### src/rtl/accel_pkg.sv
// Shared accelerator definitions: pixel format and unpool FSM state encoding.
// Pixels are 2*PIXEL_BITS wide, the same format the 2x2 max-pool stage emits.
package accel_pkg;

    localparam int unsigned PIXEL_BITS = 8;
    localparam int unsigned PIXEL_W    = 2 * PIXEL_BITS;

    typedef enum logic [1:0] {
        FILL  = 2'd0,
        EMIT0 = 2'd1,
        EMIT1 = 2'd2
    } unpool_state_t;

endpackage

### src/rtl/unpool_linebuf.sv
// Line buffer holding one pooled input row.
// Ports: clk; we/waddr/wdata synchronous write; raddr/rdata combinational read.
// Contents are not reset.
module unpool_linebuf #(
    parameter int unsigned W     = 16,
    parameter int unsigned DEPTH = 16,
    parameter int unsigned AW    = 4
) (
    input  logic          clk,
    input  logic          we,
    input  logic [AW-1:0] waddr,
    input  logic [W-1:0]  wdata,
    input  logic [AW-1:0] raddr,
    output logic [W-1:0]  rdata
);

    logic [W-1:0] mem [DEPTH];

    // Write port
    always_ff @(posedge clk) begin
        if (we) begin
            mem[waddr] <= wdata;
        end
    end

    // Read port
    assign rdata = mem[raddr];

endmodule

### src/rtl/unpool2x_stream.sv
// Streaming 2x2 nearest-neighbour upsampler.
// Buffers one pooled row (FILL), then emits it twice (EMIT0, EMIT1) with each
// pixel duplicated horizontally.
// Ports: clk, rst_n (sync, active-low);
//   in_valid/in_ready/in_data   : pooled pixel stream, row-major
//   out_valid/out_ready/out_data: upsampled pixel stream, row-major
//   out_sol  : out_data is column 0 of an output row
//   out_last : out_data is the final pixel of the frame
module unpool2x_stream
    import accel_pkg::*;
#(
    parameter int unsigned BITS = PIXEL_BITS,
    parameter int unsigned DIM  = 32
) (
    input  logic              clk,
    input  logic              rst_n,
    input  logic              in_valid,
    output logic              in_ready,
    input  logic [2*BITS-1:0] in_data,
    output logic              out_valid,
    input  logic              out_ready,
    output logic [2*BITS-1:0] out_data,
    output logic              out_sol,
    output logic              out_last
);

    localparam int unsigned PW   = 2 * BITS;
    localparam int unsigned HALF = DIM / 2;
    localparam int unsigned ICW  = $clog2(HALF);
    localparam int unsigned OCW  = $clog2(DIM);

    unpool_state_t  state, state_n;
    logic [ICW-1:0] in_col, in_col_n;
    logic [OCW-1:0] out_col, out_col_n;
    logic [ICW-1:0] row, row_n;
    logic           in_ready_n, out_valid_n, out_sol_n, out_last_n;
    logic           accept, xfer, we;

    // State, counters and output flags
    always_ff @(posedge clk) begin
        if (!rst_n) begin
            state     <= FILL;
            in_col    <= '0;
            out_col   <= '0;
            row       <= '0;
            in_ready  <= 1'b0;
            out_valid <= 1'b0;
            out_sol   <= 1'b0;
            out_last  <= 1'b0;
        end else begin
            state     <= state_n;
            in_col    <= in_col_n;
            out_col   <= out_col_n;
            row       <= row_n;
            in_ready  <= in_ready_n;
            out_valid <= out_valid_n;
            out_sol   <= out_sol_n;
            out_last  <= out_last_n;
        end
    end

    // Next state; flags are derived from next-state values so they are
    // registered yet aligned with the cycle they describe.
    always_comb begin
        state_n   = state;
        in_col_n  = in_col;
        out_col_n = out_col;
        row_n     = row;
        accept    = in_valid & in_ready;
        xfer      = out_valid & out_ready;
        we        = 1'b0;

        case (state)
            FILL: begin
                if (accept) begin
                    we = 1'b1;
                    if (in_col == ICW'(HALF - 1)) begin
                        in_col_n = '0;
                        state_n  = EMIT0;
                    end else begin
                        in_col_n = in_col + ICW'(1);
                    end
                end
            end
            EMIT0: begin
                if (xfer) begin
                    if (out_col == OCW'(DIM - 1)) begin
                        out_col_n = '0;
                        state_n   = EMIT1;
                    end else begin
                        out_col_n = out_col + OCW'(1);
                    end
                end
            end
            EMIT1: begin
                if (xfer) begin
                    if (out_col == OCW'(DIM - 1)) begin
                        out_col_n = '0;
                        row_n     = (row == ICW'(HALF - 1)) ? '0 : row + ICW'(1);
                        state_n   = FILL;
                    end else begin
                        out_col_n = out_col + OCW'(1);
                    end
                end
            end
            default: begin
                state_n = FILL;
            end
        endcase

        in_ready_n  = (state_n == FILL);
        out_valid_n = (state_n != FILL);
        out_sol_n   = out_valid_n & (out_col_n == '0);
        out_last_n  = (state_n == EMIT1) & (row_n == ICW'(HALF - 1)) &
                      (out_col_n == OCW'(DIM - 1));
    end

    // Each buffered pixel feeds two adjacent output columns
    unpool_linebuf #(
        .W     (PW),
        .DEPTH (HALF),
        .AW    (ICW)
    ) u_linebuf (
        .clk   (clk),
        .we    (we),
        .waddr (in_col),
        .wdata (in_data),
        .raddr (ICW'(out_col >> 1)),
        .rdata (out_data)
    );

endmodule

### config.mk
export PLATFORM = sky130hd
export DESIGN_NAME = unpool2x_stream
export DESIGN_NICKNAME = d
export VERILOG_FILES = /design/src/rtl/accel_pkg.sv /design/src/rtl/unpool_linebuf.sv /design/src/rtl/unpool2x_stream.sv
export SDC_FILE = /design/constraint.sdc
export NUM_CORES = 1
export LEC_CHECK = 0
export CAP_MARGIN = 20
export CORE_MARGIN = 3
export CORE_UTILIZATION = 38
export CTS_CLUSTER_SIZE = 12
export DETAILED_ROUTE_END_ITERATION = 7
export GPL_TIMING_DRIVEN = 0
export HOLD_SLACK_MARGIN = 0.03
export MAX_ROUTING_LAYER = met4
export PLACE_DENSITY = 0.59
export SLEW_MARGIN = 25
export SYNTH_ARGS = -nofsm -noshare
export SYNTH_HDL_FRONTEND = slang
export SYNTH_SLANG_ARGS = --single-unit
### constraint.sdc
create_clock -name clk -period 3.1 [get_ports clk]
set_input_delay 0.62 -clock clk [delete_from_list [all_inputs] [get_ports clk]]
set_output_delay 0.62 -clock clk [all_outputs]
set_load 0.01 [all_outputs]
# Yosys cells after proc, flatten, opt, wreduce, memory -nomap -nowiden
# Memory sizes are Yosys's and may differ from the RTL's. A register that Yosys moved wholly into a read port is not among the register bits.
# Cells that the tools add are included.
# op_classes
addsub,3
n_eq_ne,8
mux,20
reduce_logical,6
n_bitwise,5
# op_table
op,n
4-bit two-way mux,6
5-bit two-way mux,3
"4-bit == test, second input constant",3
2-bit two-way mux,6
"5-bit == test, second input constant",2
"4-bit by 1-bit adder with 4-bit output, second input constant",2
2-bit case mux with 3 select lines,1
"5-bit by 1-bit adder with 5-bit output, second input constant",1
1-bit bitwise AND,5
5-bit logical NOT,1
"2-bit == test, second input constant",2
2-bit logical NOT,2
1-bit two-way mux,4
"2-bit by 1-bit == test with 1-bit output, second input constant",1
2-bit AND reduction,1
2-bit nonzero test,1
2-bit OR reduction,1
# totals
mem_count,1
word_cells,51
in_bits,20
regBits,19
ram_bits,256
output_inout_bits,20
# mem_list
name,words,width,rd,rd_clocked_by_memory_dff,wr,line_no,rtl
u_linebuf.mem,16,16,1,1,1,unpool_linebuf.sv:17,logic [W-1:0] mem [DEPTH];

# Logic depth before layout (Yosys ltp)
# Gate-level depths: netlist (run 1).
# depth
depth_word,8
mapped_depth,9
ltp_nobuf,7

# By module
# A second synthesis (run 1) with hierarchy kept.
# hier_totals
hier_cells,532
hier_area_um2,10734.0
# by_module_without_submodules
mod,area_each_um2,seq_area_each_um2,n_inst,cells_each
unpool_linebuf,9723.1,7687.4,1,416
unpool2x_stream,1011.0,380.4,1,116

# Least setup slack after synthesis (run 1)
# Ideal clock, no wire load.
# synth_path
path_kind,reg-to-output
startpoint,"register, netlist name out_col[2]"
endpoint,output out_data[0]
n_path_buf,2
stages_incl_launch_ff,5
t_arrival_ps,1752
required_ps,2480
slack_ps,728
path_cell_list,dfxtp_1 -> clkbuf_1 -> buf_1 -> mux4_2 -> mux4_2
# synth_rtl
item,line_no,rtl
to (decl),unpool2x_stream.sv:22,"output logic [2*BITS-1:0] out_data,"

==> results of run 1 <==
==> stage by stage <==
stage	setup WS [ps]	utilization (%)	instance area [sq um]	setup TNS, ps
after floorplan	727.9	-	10880	0
after global placement	-561.4	41.91	11740	-14740
after detailed placement	-578.9	42.03	11770	-11220
after CTS	-107.2	46.27	12960	-693.8
after global routing	-102.8	46.08	12910	-318.5
final	-47.85	46.08	12910	-47.85
==> cell families (layout without fill, tap and decap cells) <==
kind of cell	after synthesis	after routing	share of synthesized area, %
flops	275	275	74.17
mux	81	81	16.88
buf+inv	33	138	1.587
simple gates	76	76	3.865
compound gates	31	31	1.910
fa+ha+maj	11	11	1.265
xor+xnor	4	4	0.3222
==> power groups by stage <==
stage	Combinational [uW]	Sequential [uW]	Clock (uW)
after detailed placement	150	4160	0
after global routing	163	4080	3250
after floorplan	45.1	4160	0
final	148	4080	3030
after CTS	148	4080	3100
after global placement	140	4160	0
==> synthesized netlist by cell type <==
cell type / number / share of area [%]
or4_1: 1 / 0.069
buf_2: 7 / 0.32
and4b_1: 3 / 0.28
buf_1: 8 / 0.28
nand3b_1: 1 / 0.069
a21o_1: 1 / 0.069
buf_6: 1 / 0.10
nor3_1: 7 / 0.32
xor2_1: 2 / 0.16
a2111oi_0: 1 / 0.081
nand4_1: 1 / 0.058
mux4_1: 6 / 1.4
and3_1: 10 / 0.58
nor3b_1: 1 / 0.069
a311oi_1: 2 / 0.16
o211ai_1: 1 / 0.069
nand2b_1: 2 / 0.12
ha_1: 11 / 1.3
edfxtp_1: 256 / 71
and4_1: 2 / 0.16
mux2_1: 1 / 0.10
nand4b_1: 1 / 0.081
nor2_1: 16 / 0.55
o221ai_1: 2 / 0.16
and2_1: 13 / 0.75
nor4bb_1: 1 / 0.092
buf_12: 2 / 0.37
o22a_1: 1 / 0.081
inv_1: 9 / 0.31
a21oi_1: 11 / 0.51
o31a_1: 2 / 0.16
o21a_1: 1 / 0.069
a31oi_1: 5 / 0.29
o21ai_0: 2 / 0.092
dfxtp_1: 19 / 3.5
nor4_1: 2 / 0.12
clkbuf_1: 6 / 0.21
o32ai_1: 1 / 0.081
a32o_1: 1 / 0.092
nand3_1: 4 / 0.18
xnor2_1: 2 / 0.16
mux4_2: 74 / 15
nand2_1: 11 / 0.38
==> sequential cells by signal, indices dropped and copies added, names as in the netlist <==
register       flops
row                4
out_sol            1
out_valid          1
in_ready           1
out_last           1
u_linebuf.mem    256
in_col             4
state              2
out_col            5
==> placed cells by master, fill, tap and decap left out, types with 4 or more instances in the layout <==
cell / synthesis / layout
a21oi_1: 11 / 11
a31oi_1: 5 / 5
and2_1: 13 / 7
and2_2: 0 / 6
and3_1: 10 / 7
buf_12: 2 / 12
buf_2: 7 / 6
buf_4: 0 / 7
buf_6: 1 / 17
clkbuf_1: 6 / 16
clkbuf_16: 0 / 29
clkdlybuf4s50_1: 0 / 23
clkinv_1: 0 / 5
dfxtp_1: 19 / 18
edfxtp_1: 256 / 256
ha_1: 11 / 11
inv_1: 9 / 9
mux4_2: 74 / 78
nand2_1: 11 / 11
nand3_1: 4 / 4
nor2_1: 16 / 15
nor3_1: 7 / 7
==> repair_timing <==
action                     4_1_cts  5_1_grt
cloned                           4        0
gates resized for setup        129        6
setup endpoints to repair       16       16
setup buffers                   11        2
==> area by class of cell <==
| class | instances | share of cell area (%) |
|---|---|---|
| plain buffers | 22 | 1.696 |
| inverters | 9 | 0.2617 |
| multi-input cells | 203 | 20.45 |
| flip-flops and latches | 275 | 62.51 |
| well taps | 378 | 3.664 |
| clock buffers | 42 | 6.000 |
| clock inverters | 10 | 0.3877 |
| repair buffers | 55 | 5.031 |
==> final timing paths <==
| kind | start | to | slack [ps] | cells past startpoint |
|---|---|---|---|---|
| max reg2reg | out_col[3] | out_last | 390 | 8 |
| min reg2reg | row[1] | row[1] | 490 | 2 |
| min | row[1] | row[1] | 490 | 2 |
| max | out_col[1] | out_data[12] | -50 | 7 |
==> worst register-to-register path, cell delays in order, from the launching register on <==
cell and delay (ps):
dfxtp_1 400, clkdlybuf4s15_2 510, and3_1 240, ha_1 180, buf_2 230, nand4_1 230, nor4_1 370, o221ai_1 160
nor4_1 290
==> layer usage <==
layer / up-vias / global-route usage, %
li1: 2320 / -
met1: 2840 / 22.15
met2: 170 / 27.05
met3: 30 / 3.303
met4: 0 / 2.726
met5: - / -
==> impl_metrics.ini, run 1 <==
[clock_tree]
cts_made_buffers = 29
clock_path_buffers = 3
htreeDepth = 1
postCtsHoldBufs = 0
clk_latency_ps = 530
clock_sinks = 275
path_clk_slew_ps = 50
cts_tree = yes
cts_root_buffer = clkbuf_16

[min_path]
hp-class = register to register

[placement]
dp_hpwl_um = 14270
place_inst = 929
gp_congestion = 0.8188
port_buffers = 39

[sta]
hold_viol_final = 0
report.final.slew_viol_count = 0
setup_ws_ps = -47.85
fin_hold_ws_ps = 491.6
finClkSkew_ps = 6.182
slew-limit-headroom_pct = 30.00
setup_viol = 1
post-route-period-util_pct = 101.5
tightest_slew_ps = 1050
finalCriticalPeriod_ps = 3148
rsz0062_at_grt = true
fmax_ghz = 0.3177

[final_layout]
final_nets = 626
final_cells = 994
drive_gt1_share_pct = 28.25
multi_input_area_sq_um = 2640
n_antenna_cell = 0
seq_area_sq_um = 8069
nFillCells = 2338
syn_to_final_growth_pct = 18.68

[critical_path]
worst-path-max-fanout = 7
crit_chain = buf_6 > buf_12 > buf_12 > buf_6 > mux4_2 > mux4_2 > buf_6
path_buf_inv = 5
critPathArrivalTime_ps = 2530
crit_top_cell = buf_6
crit_path_end_kind = primary output
crit_required_ps = 2480
cp_top_family = multiplexers
crit_path_start_kind = register
cp_slowest_cell = mux4_2
criticalPathCategory = register to primary output
cp_slowest_stage_delay_ps = 530

[route]
drc = 0
first_iter_violations = 542
dr_wl_met3_um = 1377
via_per_inst = 5.392
routed_wl_um = 24280
dr.max_layer_used = met4
wl_met2_um = 12240
num_vias = 5360
wl_met1_um = 10320
drt_pass1_iterations = 5
wire_per_inst_um = 24.43
drtAntennaViolNets = 0

[pwr]
p_sw_share_pct = 19.27
pwr-share-clk_pct = 41.7
p_comb_share_pct = 2.0
power.density_nw_per_um2 = 562.1
total_power_uw = 7255
p_seq_share_pct = 56.2
p_leak_uw = 0.004036
ir_worst_vdd_uv = 369.7
internal-power_uw = 5857
switchingPower_uw = 1398

[die]
ios = 40
core_area_sq_um = 28010
num_rows = 61
die_width_um = 175.2
start_util_pct = 38.83
die-area_sq_um = 30690
die_height_um = 175.2

[synthesis]
syn_area_sq_um = 10880
synth_warnings = 0
avgSynthCellArea_sq_um = 21.29
synth_nets = 542
synth_cells = 511
synth-seq-area-share_pct = 74.17
ys_ff_latch = 275
netlist-cell-type-count = 43

[global_routing]
grt_max_degree = 17
antenna_found_initial = 0
gr-usage-all-layers_pct = 16.56
grt_first_pass_wirelength_um = 36510
grt.overflow.total = 0
grt_pass1_vias = 5729

[status]
status = finished, violations left
violations = setup timing

[job]
drv_cap = 0
Note: power is estimated with default switching activity, not from simulation.
==> run 2: changes to the inputs <==
--- a/config.mk
+++ b/config.mk
@@ -14,6 +14,7 @@
 export HOLD_SLACK_MARGIN = 0.03
 export MAX_ROUTING_LAYER = met4
 export PLACE_DENSITY = 0.59
+export SETUP_SLACK_MARGIN = 0.5
 export SLEW_MARGIN = 25
 export SYNTH_ARGS = -nofsm -noshare
 export SYNTH_HDL_FRONTEND = slang
==> impl_metrics.ini, run 2 (synthesized netlist as in run 1, its figures left out) <==
[placement]
dp_hpwl_um = 14270
post-place-ws_ps = -578.9
dpl-instance-area_sq_um = 11770
gp_congestion = 0.8188
port_buffers = 39

[critical_path]
path_buf_inv = 6
crit_chain = buf_6 > buf_12 > buf_12 > buf_16 > buf_6 > mux4_2 > mux4_2 > buf_6
crit_path_start_kind = register
criticalPathCategory = register to primary output
cp_top_family = multiplexers
crit_required_ps = 2480
crit_path_end_kind = primary output
crit_top_cell = buf_6
critPathArrivalTime_ps = 2560
worst-path-max-fanout = 7
cp_slowest_stage_delay_ps = 490
cp_slowest_cell = mux4_2

[sta]
fin_hold_ws_ps = 492.6
fmax_ghz = 0.3141
slew-limit-headroom_pct = 30.29
tightest_slew_ps = 1046
finalCriticalPeriod_ps = 3184
setup_viol = 15
hold_viol_final = 0
finClkSkew_ps = 5.147
post-route-period-util_pct = 102.7
rsz0062_at_grt = true
setup_ws_ps = -83.69
report.final.slew_viol_count = 0

[final_layout]
drive_gt1_share_pct = 30.51
fin_util_pct = 46.88
syn_to_final_growth_pct = 20.72
mostFrequentLayoutCells = edfxtp_1 (256), mux4_2 (78), clkbuf_16 (29)
seq_area_sq_um = 8069
final_nets = 636
largest_register = u_linebuf.mem
multi_input_area_sq_um = 2674
reg.largest.list = u_linebuf.mem (256), out_col (5)
layout_commonest_cell = edfxtp_1
final_cell_area_sq_um = 13130
nFillCells = 2307
largest_reg_flops = 256
n_antenna_cell = 0

[route]
routed_wl_um = 24560
drc = 0
first_iter_violations = 548
via_per_inst = 5.402
drtAntennaViolNets = 0
drt_pass1_iterations = 5
wire_per_inst_um = 24.47
num_vias = 5424

[min_path]
hp-class = register to register

[die]
start_util_pct = 38.83
ios = 40
core_area_sq_um = 28010
num_rows = 61
die_width_um = 175.2
die-area_sq_um = 30690
die_height_um = 175.2

[global_routing]
grt_pass1_vias = 5726
gr-usage-all-layers_pct = 16.56
grt.overflow.total = 0
grt_first_pass_wirelength_um = 36500
antenna_found_initial = 0
grt_max_degree = 17

[clock_tree]
clock_sinks = 275
htreeDepth = 1
cts_root_buffer = clkbuf_16
postCtsHoldBufs = 0
cts_made_buffers = 29
clk_latency_ps = 530
clock_path_buffers = 3
cts_tree = yes
path_clk_slew_ps = 50

[pwr]
ir_worst_vdd_uv = 372.9
total_power_uw = 7267
p_leak_uw = 0.004128
power.density_nw_per_um2 = 553.4

[job]
drv_cap = 0

[status]
violations = setup timing
status = finished, violations left
## run 2: cell types whose count changed in the layout (fill, tap and decap cells not counted), sizes merged
cell	change
buf	+9
clkbuf	+2
clkdlybuf4s15	-1
## run 2: stage by stage
| stage | cells | TNS [ps] |
|---|---|---|
| 4_1_cts | 998 | -837.5 |
| 2_1_floorplan | 511 | 0 |
| 6_report | 1004 | -463.2 |
| 3_5_place_dp | 929 | -11220 |
| 5_1_grt | 1004 | -1455 |
| 3_3_place_gp | 928 | -14740 |
## run 2: repair_timing
item                       CTS  global route
resized for setup          137            16
setup buffers               13             6
cloned                       4             0
setup endpoints to repair   85            70
pin swaps                    0             1
## run 2: path summary, 6_finish.rpt
path	startpoint	depth (start not counted)	end	slack (ps)
worst max-delay path	out_col[1]	8	out_data[2]	-80
worst min register to register	row[1]	2	row[1]	490
worst max register to register	out_col[2]	9	out_last	620
worst min-delay path	row[1]	2	row[1]	490
## run 2: cell type report
type	instances	share of cell area, %
clock buffer	42	5.899
inverter	9	0.2573
sequential	275	61.45
multi-input combinational	203	20.36
clock inverter	10	0.3812
tap	378	3.602
buffer	24	1.963
timing repair buffer	63	6.080
## run 2: metal layers
| metal | vias to the layer above | GRT usage [%] | share of wire (%) |
|---|---|---|---|
| met2 | 173 | 27.00 | 50 |
| met3 | 26 | 3.303 | 5.6 |
| li1 | 2339 | - | - |
| met1 | 2886 | 22.20 | 43 |
| met4 | 0 | 2.726 | 1.4 |
| met5 | - | - | 0 |
## run 2: power by group
part	switching, uW	internal (uW)
combinational	88.6	63.2
sequential	6.36	4070
clock	1310	1720
total	1410	5860
## run 2: worst reg2reg max path: stages (launching register included)
cell,delay [ps]
dfxtp_1,310
clkbuf_4,220
clkbuf_4,230
and3_1,170
ha_1,210
buf_2,190
and4b_2,350
nor4bb_2,300
o221ai_1,180
nor4_1,220
==> run 3: changes to the inputs <==
--- a/config.mk
+++ b/config.mk
@@ -12,7 +12,6 @@
 export DETAILED_ROUTE_END_ITERATION = 7
 export GPL_TIMING_DRIVEN = 0
 export HOLD_SLACK_MARGIN = 0.03
-export MAX_ROUTING_LAYER = met4
 export PLACE_DENSITY = 0.59
 export SETUP_SLACK_MARGIN = 0.5
 export SLEW_MARGIN = 25
==> constraint.sdc (replaced) <==
create_clock -name clk -period 3.4 [get_ports clk]
set_input_delay 0.68 -clock clk [delete_from_list [all_inputs] [get_ports clk]]
set_output_delay 0.68 -clock clk [all_outputs]
set_load 0.01 [all_outputs]
==> impl_metrics.ini, run 3 (synthesized netlist as in run 1, its figures left out) <==
[status]
status = complete, no violations

[sta]
slew-limit-headroom_pct = 30.21
finalCriticalPeriod_ps = 3240
fmax_ghz = 0.3087
tns_ps = 0
setup_viol = 0
rsz0062_at_grt = true
post-route-period-util_pct = 95.28
report.final.slew_viol_count = 0
tightest_slew_ps = 1047
finClkSkew_ps = 7.376
setup_ws_ps = 160.3
hold_viol_final = 0

[critical_path]
crit_path_start_kind = register
critPathArrivalTime_ps = 2560
worst-path-max-fanout = 7
crit_path_end_kind = primary output
crit_required_ps = 2720
r2r_cells = 8
criticalPathCategory = register to primary output

[final_layout]
layout_commonest_cell = edfxtp_1
final_cell_area_sq_um = 13100
n_antenna_cell = 0
final_cells = 1003
mostFrequentLayoutCells = edfxtp_1 (256), mux4_2 (78), clkbuf_16 (29)
reg.largest.list = u_linebuf.mem (256), out_col (5)
fin_util_pct = 46.76
nFillCells = 2317
final_nets = 635
largest_register = u_linebuf.mem
syn_to_final_growth_pct = 20.43
largest_reg_flops = 256
drive_gt1_share_pct = 29.44
seq_area_sq_um = 8069
multi_input_area_sq_um = 2641

[clock_tree]
path_clk_slew_ps = 60
cts_made_buffers = 29
cts_tree = yes
htreeDepth = 1
clock_sinks = 275
clock_path_buffers = 3
postCtsHoldBufs = 0
cts_root_buffer = clkbuf_16
clk_latency_ps = 540

[die]
die-area_sq_um = 30690
num_rows = 61
start_util_pct = 38.83
die_width_um = 175.2
core_area_sq_um = 28010
die_height_um = 175.2
ios = 40

[global_routing]
grt_pass1_vias = 5742
gr-usage-all-layers_pct = 16.07
grt_max_degree = 17
grt_first_pass_wirelength_um = 36490
antenna_found_initial = 0
grt.overflow.total = 0

[placement]
dp_hpwl_um = 14270
gp_congestion = 0.8070
port_buffers = 39
place_inst = 929
post-place-ws_ps = -338.9
dpl-instance-area_sq_um = 11770

[route]
routed_wl_um = 24490
wire_per_inst_um = 24.42
drt_pass1_iterations = 5
drc = 0
first_iter_violations = 489
drtAntennaViolNets = 0
num_vias = 5396
via_per_inst = 5.380

[min_path]
whs_path_depth = 2
hp-class = register to register

[pwr]
ir_worst_vdd_uv = 339.8
p_leak_uw = 0.004119
power.density_nw_per_um2 = 505.8

[job]
drv_cap = 0
==> run 3: changes by cell type in the layout (fill, tap and decap cells not counted), moves of 2 or more <==
cell / before / now
and2_2: 4 / 7
and2_4: 4 / 0
buf_4: 12 / 10
clkbuf_4: 3 / 1
==> run 3: area by class of cell <==
class | count | area share [%]
Multi-Input combinational cell | 203 | 20.16
Tap cell | 378 | 3.611
Inverter | 9 | 0.2579
Buffer | 24 | 1.977
Clock buffer | 42 | 5.913
Sequential cell | 275 | 61.60
Clock inverter | 10 | 0.3821
Timing Repair Buffer | 62 | 6.094
==> run 3: metrics by stage <==
| step | power (uW) | hold slack (ps) |
|---|---|---|
| final | 6626 | 492.1 |
| after global routing | 6834 | 515.4 |
| after CTS | 6681 | 489.1 |
| after detailed placement | 3928 | 481.3 |
| after global placement | 3917 | 477.6 |
| after floorplan | 3831 | 465.8 |
==> run 3: worst paths after layout <==
kind            endpoint  slack [ps]        from
max          out_data[2]         160  out_col[1]
min reg2reg       row[1]         490      row[1]
max reg2reg     out_last         680  out_col[3]
min               row[1]         490      row[1]
==> run 3: what timing repair did <==
action	CTS	global route
setup endpoints to repair	18	32
buffers inserted	13	4
gates cloned	4	0
resized for setup	129	8
==> run 3: power by group <==
part / switching (uW) / internal, uW
sequential: 5.90 / 3710
combinational: 80.4 / 57.5
clock: 1200 / 1570
==> run 3: worst max-delay path, cell delays in order, from the launching register on <==
cell and delay [ps]:
dfxtp_2 330, buf_6 120, buf_12 150, buf_12 120, buf_16 120, buf_6 90, mux4_2 490, mux4_2 470
buf_6 140
==> run 3: metal layers <==
layer,global-route usage [%],up-vias,wire length (um)
met5,0,-,0
met4,2.726,0,334
met3,3.194,25,1402
met2,27.08,169,12330
met1,22.18,2867,10430
li1,-,2335,-
